==> config.mk <==
export PLATFORM = sky130hd
export DESIGN_NAME = vital_history_viewer_flat
export DESIGN_NICKNAME = d
export VERILOG_FILES = /design/src/rtl/postop_pkg.sv /design/src/rtl/vital_history_viewer_if.sv /design/src/rtl/vital_ring.sv /design/src/rtl/vital_history_viewer.sv /design/src/flat_wrapper.sv
export SDC_FILE = /design/constraint.sdc
export NUM_CORES = 1
export LEC_CHECK = 0
export ABC_AREA = 0
export CAP_MARGIN = 10
export CORE_ASPECT_RATIO = 1.4
export CORE_MARGIN = 5
export CORE_UTILIZATION = 56
export CTS_BUF_LIST = sky130_fd_sc_hd__clkbuf_2
export DETAILED_ROUTE_END_ITERATION = 10
export GPL_ROUTABILITY_DRIVEN = 0
export PLACE_DENSITY_LB_ADDON = 0.3
export SETUP_SLACK_MARGIN = 0.3
export SLEW_MARGIN = 40
export SYNTH_ARGS = -nofsm -noshare
export SYNTH_HDL_FRONTEND = slang
export SYNTH_HIERARCHICAL = 1
export SYNTH_SLANG_ARGS = --single-unit
==> constraint.sdc <==
create_clock -name clk -period 2.7 [get_ports clk]
set_clock_uncertainty 0.15 [all_clocks]
set_input_delay 0.27 -clock clk [delete_from_list [all_inputs] [get_ports clk]]
set_output_delay 0.27 -clock clk [all_outputs]
set_load 0.02 [all_outputs]
==> src/rtl/postop_pkg.sv <==
`default_nettype none
// ============================================================================
// Module      : postop_pkg
// Description : Shared state, mode and channel encodings for the post-op
//               vital-sign display path.
// Revision    : 1.0 - initial release
// ============================================================================
package postop_pkg;

    typedef enum logic [1:0] {
        IDLE = 2'd0,
        LIVE = 2'd1,
        HIST = 2'd2
    } state_t;

    localparam logic MODE_LIVE = 1'b0;
    localparam logic MODE_HIST = 1'b1;

    localparam logic CH_HR   = 1'b0;
    localparam logic CH_TEMP = 1'b1;

endpackage
`default_nettype wire

==> src/rtl/vital_history_viewer_if.sv <==
`default_nettype none
// ============================================================================
// Module      : vital_history_viewer_if
// Description : Keypad pulses, sample stream and display word of the viewer.
// Revision    : 1.0 - initial release
// ============================================================================
interface vital_history_viewer_if #(
    parameter int DW    = 8,
    parameter int DEPTH = 8
);
    localparam int AW = $clog2(DEPTH);

    logic          postop;
    logic          tasto_status;
    logic          tasto_hist;
    logic          tasto_change;
    logic          sample_valid;
    logic          sample_ch;
    logic [DW-1:0] sample_data;
    logic          disp_valid;
    logic          disp_mode;
    logic          disp_ch;
    logic [AW-1:0] disp_idx;
    logic [DW-1:0] disp_data;

    modport master (
        output postop, tasto_status, tasto_hist, tasto_change,
        output sample_valid, sample_ch, sample_data,
        input  disp_valid, disp_mode, disp_ch, disp_idx, disp_data
    );

    modport slave (
        input  postop, tasto_status, tasto_hist, tasto_change,
        input  sample_valid, sample_ch, sample_data,
        output disp_valid, disp_mode, disp_ch, disp_idx, disp_data
    );

endinterface
`default_nettype wire

==> src/rtl/vital_ring.sv <==
`default_nettype none
// ============================================================================
// Module      : vital_ring
// Description : Per-channel circular sample history with saturating count
//               and a combinational read port addressed by age (0 = newest).
// Revision    : 1.0 - initial release
// ============================================================================
module vital_ring #(
    parameter int DW    = 8,
    parameter int DEPTH = 8,
    parameter int AW    = $clog2(DEPTH)
) (
    input  wire logic          clk,
    input  wire logic          rst,
    input  wire logic          i_wr_en,
    input  wire logic [DW-1:0] i_wr_data,
    input  wire logic [AW-1:0] i_age,
    output logic      [DW-1:0] o_rdata,
    output logic      [AW:0]   o_count
);

    localparam logic [AW:0] c_FULL = (AW+1)'(DEPTH);

    logic [DW-1:0] r_mem [DEPTH];
    logic [AW-1:0] r_wr_ptr;
    logic [AW:0]   r_count;
    logic [AW-1:0] w_rd_addr;

    // Storage is not reset: count gates whether any entry is meaningful.
    always_ff @(posedge clk) begin
        if (i_wr_en) begin
            r_mem[r_wr_ptr] <= i_wr_data;
        end
    end

    always_ff @(posedge clk or negedge rst) begin
        if (!rst) begin
            r_wr_ptr <= '0;
            r_count  <= '0;
        end else if (i_wr_en) begin
            r_wr_ptr <= r_wr_ptr + AW'(1);
            if (r_count != c_FULL) begin
                r_count <= r_count + (AW+1)'(1);
            end
        end
    end

    assign w_rd_addr = r_wr_ptr - AW'(1) - i_age;
    assign o_rdata   = r_mem[w_rd_addr];
    assign o_count   = r_count;

endmodule
`default_nettype wire

==> src/rtl/vital_history_viewer.sv <==
`default_nettype none
// ============================================================================
// Module      : vital_history_viewer
// Description : Live / history browser over two vital-sign channels with a
//               registered display word.
// Revision    : 1.0 - initial release
// ============================================================================
module vital_history_viewer
    import postop_pkg::*;
#(
    parameter int DW    = 8,
    parameter int DEPTH = 8
) (
    input  wire logic               clk,
    input  wire logic               rst,
    vital_history_viewer_if.slave   bus
);

    localparam int AW = $clog2(DEPTH);

    state_t        r_state, w_state_nxt;
    logic          r_sel_ch, w_sel_ch_nxt;
    logic [AW-1:0] r_idx, w_idx_nxt;

    logic [DW-1:0] w_rdata_hr, w_rdata_temp, w_rdata_sel;
    logic [AW:0]   w_count_hr, w_count_temp, w_count_sel;
    logic          w_valid;

    logic          r_disp_valid, r_disp_mode, r_disp_ch;
    logic [AW-1:0] r_disp_idx;
    logic [DW-1:0] r_disp_data;

    vital_ring #(.DW(DW), .DEPTH(DEPTH)) u_ring_hr (
        .clk       (clk),
        .rst       (rst),
        .i_wr_en   (bus.sample_valid && (bus.sample_ch == CH_HR)),
        .i_wr_data (bus.sample_data),
        .i_age     (r_idx),
        .o_rdata   (w_rdata_hr),
        .o_count   (w_count_hr)
    );

    vital_ring #(.DW(DW), .DEPTH(DEPTH)) u_ring_temp (
        .clk       (clk),
        .rst       (rst),
        .i_wr_en   (bus.sample_valid && (bus.sample_ch == CH_TEMP)),
        .i_wr_data (bus.sample_data),
        .i_age     (r_idx),
        .o_rdata   (w_rdata_temp),
        .o_count   (w_count_temp)
    );

    assign w_rdata_sel = (r_sel_ch == CH_TEMP) ? w_rdata_temp : w_rdata_hr;
    assign w_count_sel = (r_sel_ch == CH_TEMP) ? w_count_temp : w_count_hr;
    assign w_valid     = (r_state != IDLE) && (w_count_sel != '0);

    always_ff @(posedge clk or negedge rst) begin
        if (!rst) begin
            r_state  <= IDLE;
            r_sel_ch <= CH_HR;
            r_idx    <= '0;
        end else begin
            r_state  <= w_state_nxt;
            r_sel_ch <= w_sel_ch_nxt;
            r_idx    <= w_idx_nxt;
        end
    end

    // Only the highest-priority pulse acts: status > change > hist.
    always_comb begin
        w_state_nxt  = r_state;
        w_sel_ch_nxt = r_sel_ch;
        w_idx_nxt    = r_idx;
        if (!bus.postop) begin
            w_state_nxt = IDLE;
            w_idx_nxt   = '0;
        end else begin
            case (r_state)
                IDLE: begin
                    w_state_nxt = LIVE;
                    w_idx_nxt   = '0;
                end
                LIVE, HIST: begin
                    if (bus.tasto_status) begin
                        w_state_nxt = LIVE;
                        w_idx_nxt   = '0;
                    end else if (bus.tasto_change) begin
                        w_sel_ch_nxt = ~r_sel_ch;
                        w_idx_nxt    = '0;
                    end else if (bus.tasto_hist) begin
                        if (r_state == LIVE) begin
                            w_state_nxt = HIST;
                            w_idx_nxt   = '0;
                        end else if ({1'b0, r_idx} == (w_count_sel - (AW+1)'(1))) begin
                            w_idx_nxt = '0;
                        end else begin
                            w_idx_nxt = r_idx + AW'(1);
                        end
                    end
                end
                default: begin
                    w_state_nxt = IDLE;
                    w_idx_nxt   = '0;
                end
            endcase
        end
    end

    always_ff @(posedge clk or negedge rst) begin
        if (!rst) begin
            r_disp_valid <= 1'b0;
            r_disp_mode  <= MODE_LIVE;
            r_disp_ch    <= CH_HR;
            r_disp_idx   <= '0;
            r_disp_data  <= '0;
        end else begin
            r_disp_valid <= w_valid;
            r_disp_mode  <= (r_state == HIST) ? MODE_HIST : MODE_LIVE;
            r_disp_ch    <= r_sel_ch;
            r_disp_idx   <= r_idx;
            r_disp_data  <= w_valid ? w_rdata_sel : '0;
        end
    end

    assign bus.disp_valid = r_disp_valid;
    assign bus.disp_mode  = r_disp_mode;
    assign bus.disp_ch    = r_disp_ch;
    assign bus.disp_idx   = r_disp_idx;
    assign bus.disp_data  = r_disp_data;

endmodule
`default_nettype wire

==> src/flat_wrapper.sv <==
// flat-port wrapper written by rule: the top's interface ports become plain ports
module vital_history_viewer_flat import postop_pkg::*;
#(
    parameter int DW    = 8,
    parameter int DEPTH = 8
)
  (clk, rst, bus_postop, bus_tasto_status, bus_tasto_hist, bus_tasto_change, bus_sample_valid, bus_sample_ch, bus_sample_data, bus_disp_valid, bus_disp_mode, bus_disp_ch, bus_disp_idx, bus_disp_data);
  vital_history_viewer_if #(.DW(DW), .DEPTH(DEPTH)) bus_i ();
  input  wire logic clk;
  input  wire logic rst;
  input wire logic [$bits(bus_i.postop)-1:0] bus_postop;
  input wire logic [$bits(bus_i.tasto_status)-1:0] bus_tasto_status;
  input wire logic [$bits(bus_i.tasto_hist)-1:0] bus_tasto_hist;
  input wire logic [$bits(bus_i.tasto_change)-1:0] bus_tasto_change;
  input wire logic [$bits(bus_i.sample_valid)-1:0] bus_sample_valid;
  input wire logic [$bits(bus_i.sample_ch)-1:0] bus_sample_ch;
  input wire logic [$bits(bus_i.sample_data)-1:0] bus_sample_data;
  output wire logic [$bits(bus_i.disp_valid)-1:0] bus_disp_valid;
  output wire logic [$bits(bus_i.disp_mode)-1:0] bus_disp_mode;
  output wire logic [$bits(bus_i.disp_ch)-1:0] bus_disp_ch;
  output wire logic [$bits(bus_i.disp_idx)-1:0] bus_disp_idx;
  output wire logic [$bits(bus_i.disp_data)-1:0] bus_disp_data;
  assign bus_i.postop = bus_postop;
  assign bus_i.tasto_status = bus_tasto_status;
  assign bus_i.tasto_hist = bus_tasto_hist;
  assign bus_i.tasto_change = bus_tasto_change;
  assign bus_i.sample_valid = bus_sample_valid;
  assign bus_i.sample_ch = bus_sample_ch;
  assign bus_i.sample_data = bus_sample_data;
  assign bus_disp_valid = bus_i.disp_valid;
  assign bus_disp_mode = bus_i.disp_mode;
  assign bus_disp_ch = bus_i.disp_ch;
  assign bus_disp_idx = bus_i.disp_idx;
  assign bus_disp_data = bus_i.disp_data;
  vital_history_viewer #(.DW(DW), .DEPTH(DEPTH)) u_core (.clk(clk), .rst(rst), .bus(bus_i));
endmodule
==> results.py, run 1 <==
metrics = {
    "sta": {
        "max_freq_ghz": 0.402,
        "slew_headroom": 0.605,
        "finalCriticalPeriod_ns": 2.49,
        "setup_violations": 0,
        "rsz0062_at_grt": "true",
        "fin_tns_setup_ns": 0,
        "worst_slew_pin_slew_ns": 0.591,
        "slew_viol_final": 0,
        "finalHoldViolCount": 0,
        "finalCritPeriodShare": 0.922,
    },
    "logic_synthesis": {
        "netlist_instances": 373,
        "ys_warn_count": 6,
        "ys_ff_latch": 162,
        "yosysTopAreaCell": "edfxtp_1",
        "synthTopCellsByArea": "edfxtp_1 56%, dfrtp_1 12%, mux4_2 7.9%, mux4_1 3.1%, ha_1 2.7%",
        "synth_top_area_frac": 0.560,
        "synthArstFlopShare": 0.210,
        "synth_edf_count": 128,
        "ys_seq_area_frac": 0.684,
        "ys_types": 41,
        "syn_avg_cell_area_um2": 18.4,
        "synthFlopType": "edfxtp_1",
        "syn_area_um2": 6860,
        "synth.net_count": 406,
    },
    "setup_path": {
        "crit_chain": "ha_2 -> fa_2 -> buf_12 -> mux4_2 -> mux2_2 -> mux2i_1 -> nor2_1",
        "regToRegEndpoint": "u_core/bus.disp_data[1]$_DFF_PN0_",
        "r2r_setup_slack_ns": 0.21,
        "reg2reg_depth": 7,
        "worstPathMaxFanout": 8,
        "end_kind": "register",
        "worstPathArrival_ns": 2.91,
        "r2r_start": "u_core/u_ring_hr/r_wr_ptr[0]$_DFFE_PN0P_",
        "max_stage_delay_ns": 0.61,
        "critical_path_required_ns": 3.11,
        "crit_type": "reg2reg",
        "cp-start-kind": "register",
        "slowest_stage": "fa_2",
    },
    "min_path": {
        "whs_path_depth": 3,
        "hold_path_startpoint": "bus_tasto_status",
        "hold_end": "u_core/r_state[0]$_DFFE_PN0P_",
        "hold_class": "in2reg",
    },
    "status": {
        "outcome": "complete, no violations",
    },
    "route": {
        "firstDrtPassIters": 4,
        "drt_iter0_drc": 187,
        "ant_nets": 0,
        "wl_um": 13100,
        "drc": 0,
        "vias": 3458,
        "via_per_inst": 5.74,
        "drt-wirelength-per-cell_um": 21.7,
    },
    "power_and_ir_drop": {
        "pwr-share-comb": 0.457,
        "leakagePower_nw": 2.83,
        "p_int_mw": 5.47,
        "vdd_drop_max_mv": 0.427,
        "switching_share": 0.339,
        "finalPower_mw": 8.28,
        "power_frac_seq": 0.397,
        "p_sw_mw": 2.81,
        "power-per-cell-area_nw_per_um2": 1060,
        "power_frac_clock": 0.146,
    },
    "die": {
        "ios": 30,
        "die_area_um2": 14600,
        "die_w_um": 104,
        "initial_core_util": 0.575,
        "fp-row-count": 47,
        "fp.dieH_um": 141,
        "coreArea_um2": 11900,
    },
    "run": {
        "maxCapViolCount": 0,
    },
    "clock_tree": {
        "cts_buffers": 17,
        "clk_path_buf_depth": 2,
        "h-tree-depth": 4,
        "clk_pin_slew_ns": 0.23,
        "root_buffer": "clkbuf_2",
        "clkLatencyLatePin_ns": 0.68,
        "cts_tree": "done",
        "clock-sinks": 162,
    },
    "global_route": {
        "grt_start_max_net_pins": 31,
        "grt_pass1_wl_um": 20800,
        "overflow": 0,
        "gr-usage-all-layers": 0.188,
        "antenna_found_initial": 1,
        "first_global_vias": 3777,
    },
    "cells_and_area": {
        "drive_gt1_frac": 0.282,
        "final_nets": 474,
        "syn2layout_area_growth_pct": 14.2,
    },
    "placed_design": {
        "io_buffers": 29,
        "dp_hpwl_um": 8590,
    },
}
[placed cells by master, fill, tap and decap left out, types with 10 or more instances in the layout]
master,netlist,layout
nor2_1,22,22
clkdlybuf4s50_1,0,28
edfxtp_1,128,128
buf_4,2,24
dfrtp_1,34,31
nand2_1,16,16
mux4_2,24,25
clkbuf_2,0,19
inv_1,15,14
mux2_2,16,14
mux2i_1,11,10
ha_1,15,13
[per-stage QoR]
stage	worst slack (ns)	util	std cells	hold WS, ns	cell area (µm²)
4_1_cts	0.229	0.652	599	0.0570	7780
6_report	0.210	0.656	602	0.125	7840
2_1_floorplan	0.302	-	373	-0.176	6900
5_1_grt	0.143	0.656	602	0.126	7840
3_5_place_dp	0.0605	0.624	560	0.253	7450
3_3_place_gp	0.109	0.624	560	0.241	7450
[critical path: cells and delay by family, from the launching register on]
kind / cells / cell delay, ns
AND/OR/NAND/NOR: 1 / 0.07
flip-flops: 1 / 0.46
multiplexers: 3 / 0.74
adder cells (fa/ha/maj): 2 / 0.80
buffers and inverters: 1 / 0.16
[cell type report]
| type | count | area (µm²) |
|---|---|---|
| tap | 147 | 184 |
| multi-input combinational | 181 | 2010 |
| clock buffer | 19 | 95.1 |
| clock inverter | 13 | 126 |
| antenna | 1 | 2.50 |
| sequential | 162 | 4700 |
| timing repair buffer | 64 | 661 |
| inverter | 15 | 56.3 |
| fill | 812 | 4100 |
[how the worst max path moves through the flow]
stage                                         to                                      from  cells past startpoint  slack (ns)
3_5_place_dp   u_core/bus.disp_data[1]$_DFF_PN0_               u_core/r_idx[0]$_DFFE_PN0P_                      8        0.06
6_report       u_core/bus.disp_data[1]$_DFF_PN0_  u_core/u_ring_hr/r_wr_ptr[0]$_DFFE_PN0P_                      7        0.21
3_3_place_gp   u_core/bus.disp_data[1]$_DFF_PN0_               u_core/r_idx[0]$_DFFE_PN0P_                      8        0.11
5_1_grt        u_core/bus.disp_data[1]$_DFF_PN0_  u_core/u_ring_hr/r_wr_ptr[0]$_DFFE_PN0P_                      7        0.14
4_1_cts        u_core/bus.disp_data[1]$_DFF_PN0_               u_core/r_idx[0]$_DFFE_PN0P_                      9        0.23
2_1_floorplan  u_core/bus.disp_data[4]$_DFF_PN0_               u_core/r_idx[0]$_DFFE_PN0P_                      9        0.30
[cells by family after synthesis]
logic type                 count (synthesis)  synth area share
buffers and inverters                     30            0.0261
DFF                                      162             0.684
and+or+nand+nor                           70            0.0507
muxes                                     64             0.163
AOI/OAI and AO/OA                         14            0.0150
xor gates and xnor gates                  16            0.0281
adders and majority gates                 17            0.0332
[synthesized netlist by cell type, drive strengths merged (2+ instances only)]
master	instances
xnor2	9
o21ai	6
buf	10
edfxtp	128
inv	15
nand3	3
xor2	7
nand2	16
mux4	32
a21oi	2
ha	15
nand4	3
mux2i	11
nand2b	8
and2	2
o41ai	2
mux2	21
fa	2
nor3	9
clkbuf	5
nor2	22
dfrtp	34
[routing by layer]
| layer | up-vias | wire length (µm) | global-route usage |
|---|---|---|---|
| li1 | 1578 | - | - |
| met1 | 1759 | 5190 | 0.229 |
| met5 | - | 0 | 0 |
| met2 | 98 | 7040 | 0.323 |
| met4 | 0 | 298 | 0.0822 |
| met3 | 23 | 539 | 0.0403 |
[what timing repair did]
item / 4_1_cts / 5_1_grt
hold buffers: 4 / 0
gates cloned: 0 / 1
hold endpoints to repair: 36 / 0
setup buffers: 3 / 1
setup endpoints to repair: 11 / 11
gates resized for setup: 4 / 8
pin swaps: 2 / 1
[registers in the layout (all words and copies together) (netlist names)]
name,flops
u_core/bus.disp_ch,1
u_core/bus.disp_data,8
u_core/bus.disp_idx,3
u_core/bus.disp_mode,1
u_core/bus.disp_valid,1
u_core/r_idx,3
u_core/r_sel_ch,1
u_core/r_state,2
u_core/u_ring_hr/o_count,4
u_core/u_ring_hr/r_mem,64
u_core/u_ring_hr/r_wr_ptr,3
u_core/u_ring_temp/o_count,4
u_core/u_ring_temp/r_mem,64
u_core/u_ring_temp/r_wr_ptr,3
[power by group through the flow]
| stage | logic (mW) | clock network, mW | registers (mW) |
|---|---|---|---|
| floorplan | 2.67 | 0 | 3.30 |
| global placement | 3.41 | 0 | 3.32 |
| detailed placement | 3.51 | 0 | 3.33 |
| CTS | 3.69 | 1.25 | 3.28 |
| global route | 4.08 | 1.35 | 3.33 |
| finish | 3.79 | 1.21 | 3.29 |
(Power assumes the default switching activity.)
==> inputs of run 2 (changes only) <==
- MAX_ROUTING_LAYER: default -> met4
==> results.py, run 2 (synthesis results as in run 1) <==
metrics = {
    "status": {
        "outcome": "complete, no violations",
    },
    "sta": {
        "slew_headroom": 0.600,
        "setup_violations": 0,
        "max_freq_ghz": 0.402,
        "worst_slew_pin_slew_ns": 0.598,
        "finalCriticalPeriod_ns": 2.49,
        "slew_viol_final": 0,
        "setup_slack_ns": 0.213,
        "fin_tns_setup_ns": 0,
        "finalHoldViolCount": 0,
        "finalCritPeriodShare": 0.921,
        "rsz0062_at_grt": "true",
    },
    "setup_path": {
        "worstPathArrival_ns": 2.90,
        "r2r_start": "u_core/u_ring_hr/r_wr_ptr[0]$_DFFE_PN0P_",
        "worstPathMaxFanout": 8,
        "regToRegEndpoint": "u_core/bus.disp_data[1]$_DFF_PN0_",
        "critical_path_required_ns": 3.11,
        "reg2reg_depth": 7,
        "r2r_setup_slack_ns": 0.21,
        "max_stage_delay_ns": 0.61,
        "cp-start-kind": "register",
        "crit_family": "adder cells",
        "cp_num_buf_inv": 1,
        "slowest_stage": "fa_2",
        "crit_type": "reg2reg",
        "end_kind": "register",
        "crit_chain": "ha_2 -> fa_2 -> buf_12 -> mux4_2 -> mux2_2 -> mux2i_1 -> nor2_1",
    },
    "die": {
        "die_w_um": 104,
        "ios": 30,
        "die_area_um2": 14600,
        "fp-row-count": 47,
        "initial_core_util": 0.575,
        "fp.dieH_um": 141,
        "coreArea_um2": 11900,
    },
    "cells_and_area": {
        "final-seq-area_um2": 4700,
        "syn2layout_area_growth_pct": 14.2,
        "final_cell_mix": "128 x edfxtp_1, 31 x dfrtp_1, 28 x clkdlybuf4s50_1",
        "drive_gt1_frac": 0.282,
        "final_common_cell": "edfxtp_1",
        "final_nets": 474,
        "fill_cells": 812,
        "multi_input_area_um2": 2010,
    },
    "min_path": {
        "whs_path_depth": 3,
        "hold_path_startpoint": "bus_tasto_status",
        "hold_class": "in2reg",
        "hold_end": "u_core/r_state[0]$_DFFE_PN0P_",
    },
    "clock_tree": {
        "clk_pin_slew_ns": 0.23,
        "root_buffer": "clkbuf_2",
        "h-tree-depth": 4,
        "clock-sinks": 162,
        "clkLatencyLatePin_ns": 0.68,
        "clk_path_buf_depth": 2,
        "cts_tree": "done",
        "cts_buffers": 17,
    },
    "route": {
        "ant_nets": 0,
        "drt_iter0_drc": 211,
        "vias": 3442,
        "wl_um": 13100,
        "drt-wirelength-per-cell_um": 21.7,
        "via_per_inst": 5.72,
        "firstDrtPassIters": 4,
        "drc": 0,
    },
    "placed_design": {
        "io_buffers": 29,
        "place_ws_ns": 0.0605,
        "dp_hpwl_um": 8590,
    },
    "power_and_ir_drop": {
        "vdd_drop_max_mv": 0.426,
        "leakagePower_nw": 2.83,
        "finalPower_mw": 8.28,
        "power-per-cell-area_nw_per_um2": 1060,
    },
    "global_route": {
        "gr-usage-all-layers": 0.194,
        "overflow": 0,
        "first_global_vias": 3761,
        "antenna_found_initial": 1,
        "grt_pass1_wl_um": 20800,
        "grt_start_max_net_pins": 31,
    },
    "run": {
        "maxCapViolCount": 0,
    },
}
==> run 2: cell counts in the layout (fill, tap and decap cells not counted) <==
Identical to the previous run, type by type.
==> run 2: worst max path at each step <==
stage	startpoint	endpoint	slack (ns)	cells past startpoint
after global placement	u_core/r_idx[0]$_DFFE_PN0P_	u_core/bus.disp_data[1]$_DFF_PN0_	0.11	8
after CTS	u_core/r_idx[0]$_DFFE_PN0P_	u_core/bus.disp_data[1]$_DFF_PN0_	0.23	9
after global routing	u_core/u_ring_hr/r_wr_ptr[0]$_DFFE_PN0P_	u_core/bus.disp_data[1]$_DFF_PN0_	0.14	7
after floorplan	u_core/r_idx[0]$_DFFE_PN0P_	u_core/bus.disp_data[4]$_DFF_PN0_	0.30	9
final	u_core/u_ring_hr/r_wr_ptr[0]$_DFFE_PN0P_	u_core/bus.disp_data[1]$_DFF_PN0_	0.21	7
after detailed placement	u_core/r_idx[0]$_DFFE_PN0P_	u_core/bus.disp_data[1]$_DFF_PN0_	0.06	8
==> run 2: worst min-delay path, delay by kind of cell <==
family	cells	cell delay [ns]
AOI/OAI and AO/OA	2	0.23
buffers and inverters	1	0.44
==> run 2: timing repair <==
action / 4_1_cts / 5_1_grt
endpoints found under the setup margin: 11 / 11
pin swaps: 2 / 1
gates cloned: 0 / 1
endpoints found under the hold margin: 36 / 0
hold buffers: 4 / 0
gates resized for setup: 4 / 8
buffers inserted: 3 / 1
==> run 2: layout make-up <==
type	count	area share
Timing Repair Buffer	64	0.0843
Inverter	15	0.00719
Multi-Input combinational cell	181	0.257
Antenna cell	1	0.000319
Sequential cell	162	0.600
Clock inverter	13	0.0161
Tap cell	147	0.0235
Clock buffer	19	0.0121
==> run 2: layer usage <==
| layer | vias up | GRT usage | wire length, µm |
|---|---|---|---|
| met4 | 0 | 0.0753 | 207 |
| li1 | 1575 | - | - |
| met1 | 1750 | 0.230 | 5000 |
| met2 | 101 | 0.325 | 7180 |
| met5 | - | - | 0 |
| met3 | 16 | 0.0430 | 681 |
==> run 2: where the power goes <==
part,total (mW),switching [mW],internal (mW)
registers,3.28,0.255,3.03
logic,3.78,1.70,2.08
clock network,1.21,0.851,0.360
==> run 2: through the flow <==
| step | area (µm²) | util | cells | hold slack, ns |
|---|---|---|---|---|
| 2_1_floorplan | 6900 | - | 373 | -0.176 |
| 3_3_place_gp | 7450 | 0.624 | 560 | 0.241 |
| 3_5_place_dp | 7450 | 0.624 | 560 | 0.253 |
| 4_1_cts | 7780 | 0.652 | 599 | 0.0570 |
| 5_1_grt | 7840 | 0.656 | 602 | 0.116 |
| 6_report | 7840 | 0.656 | 602 | 0.125 |
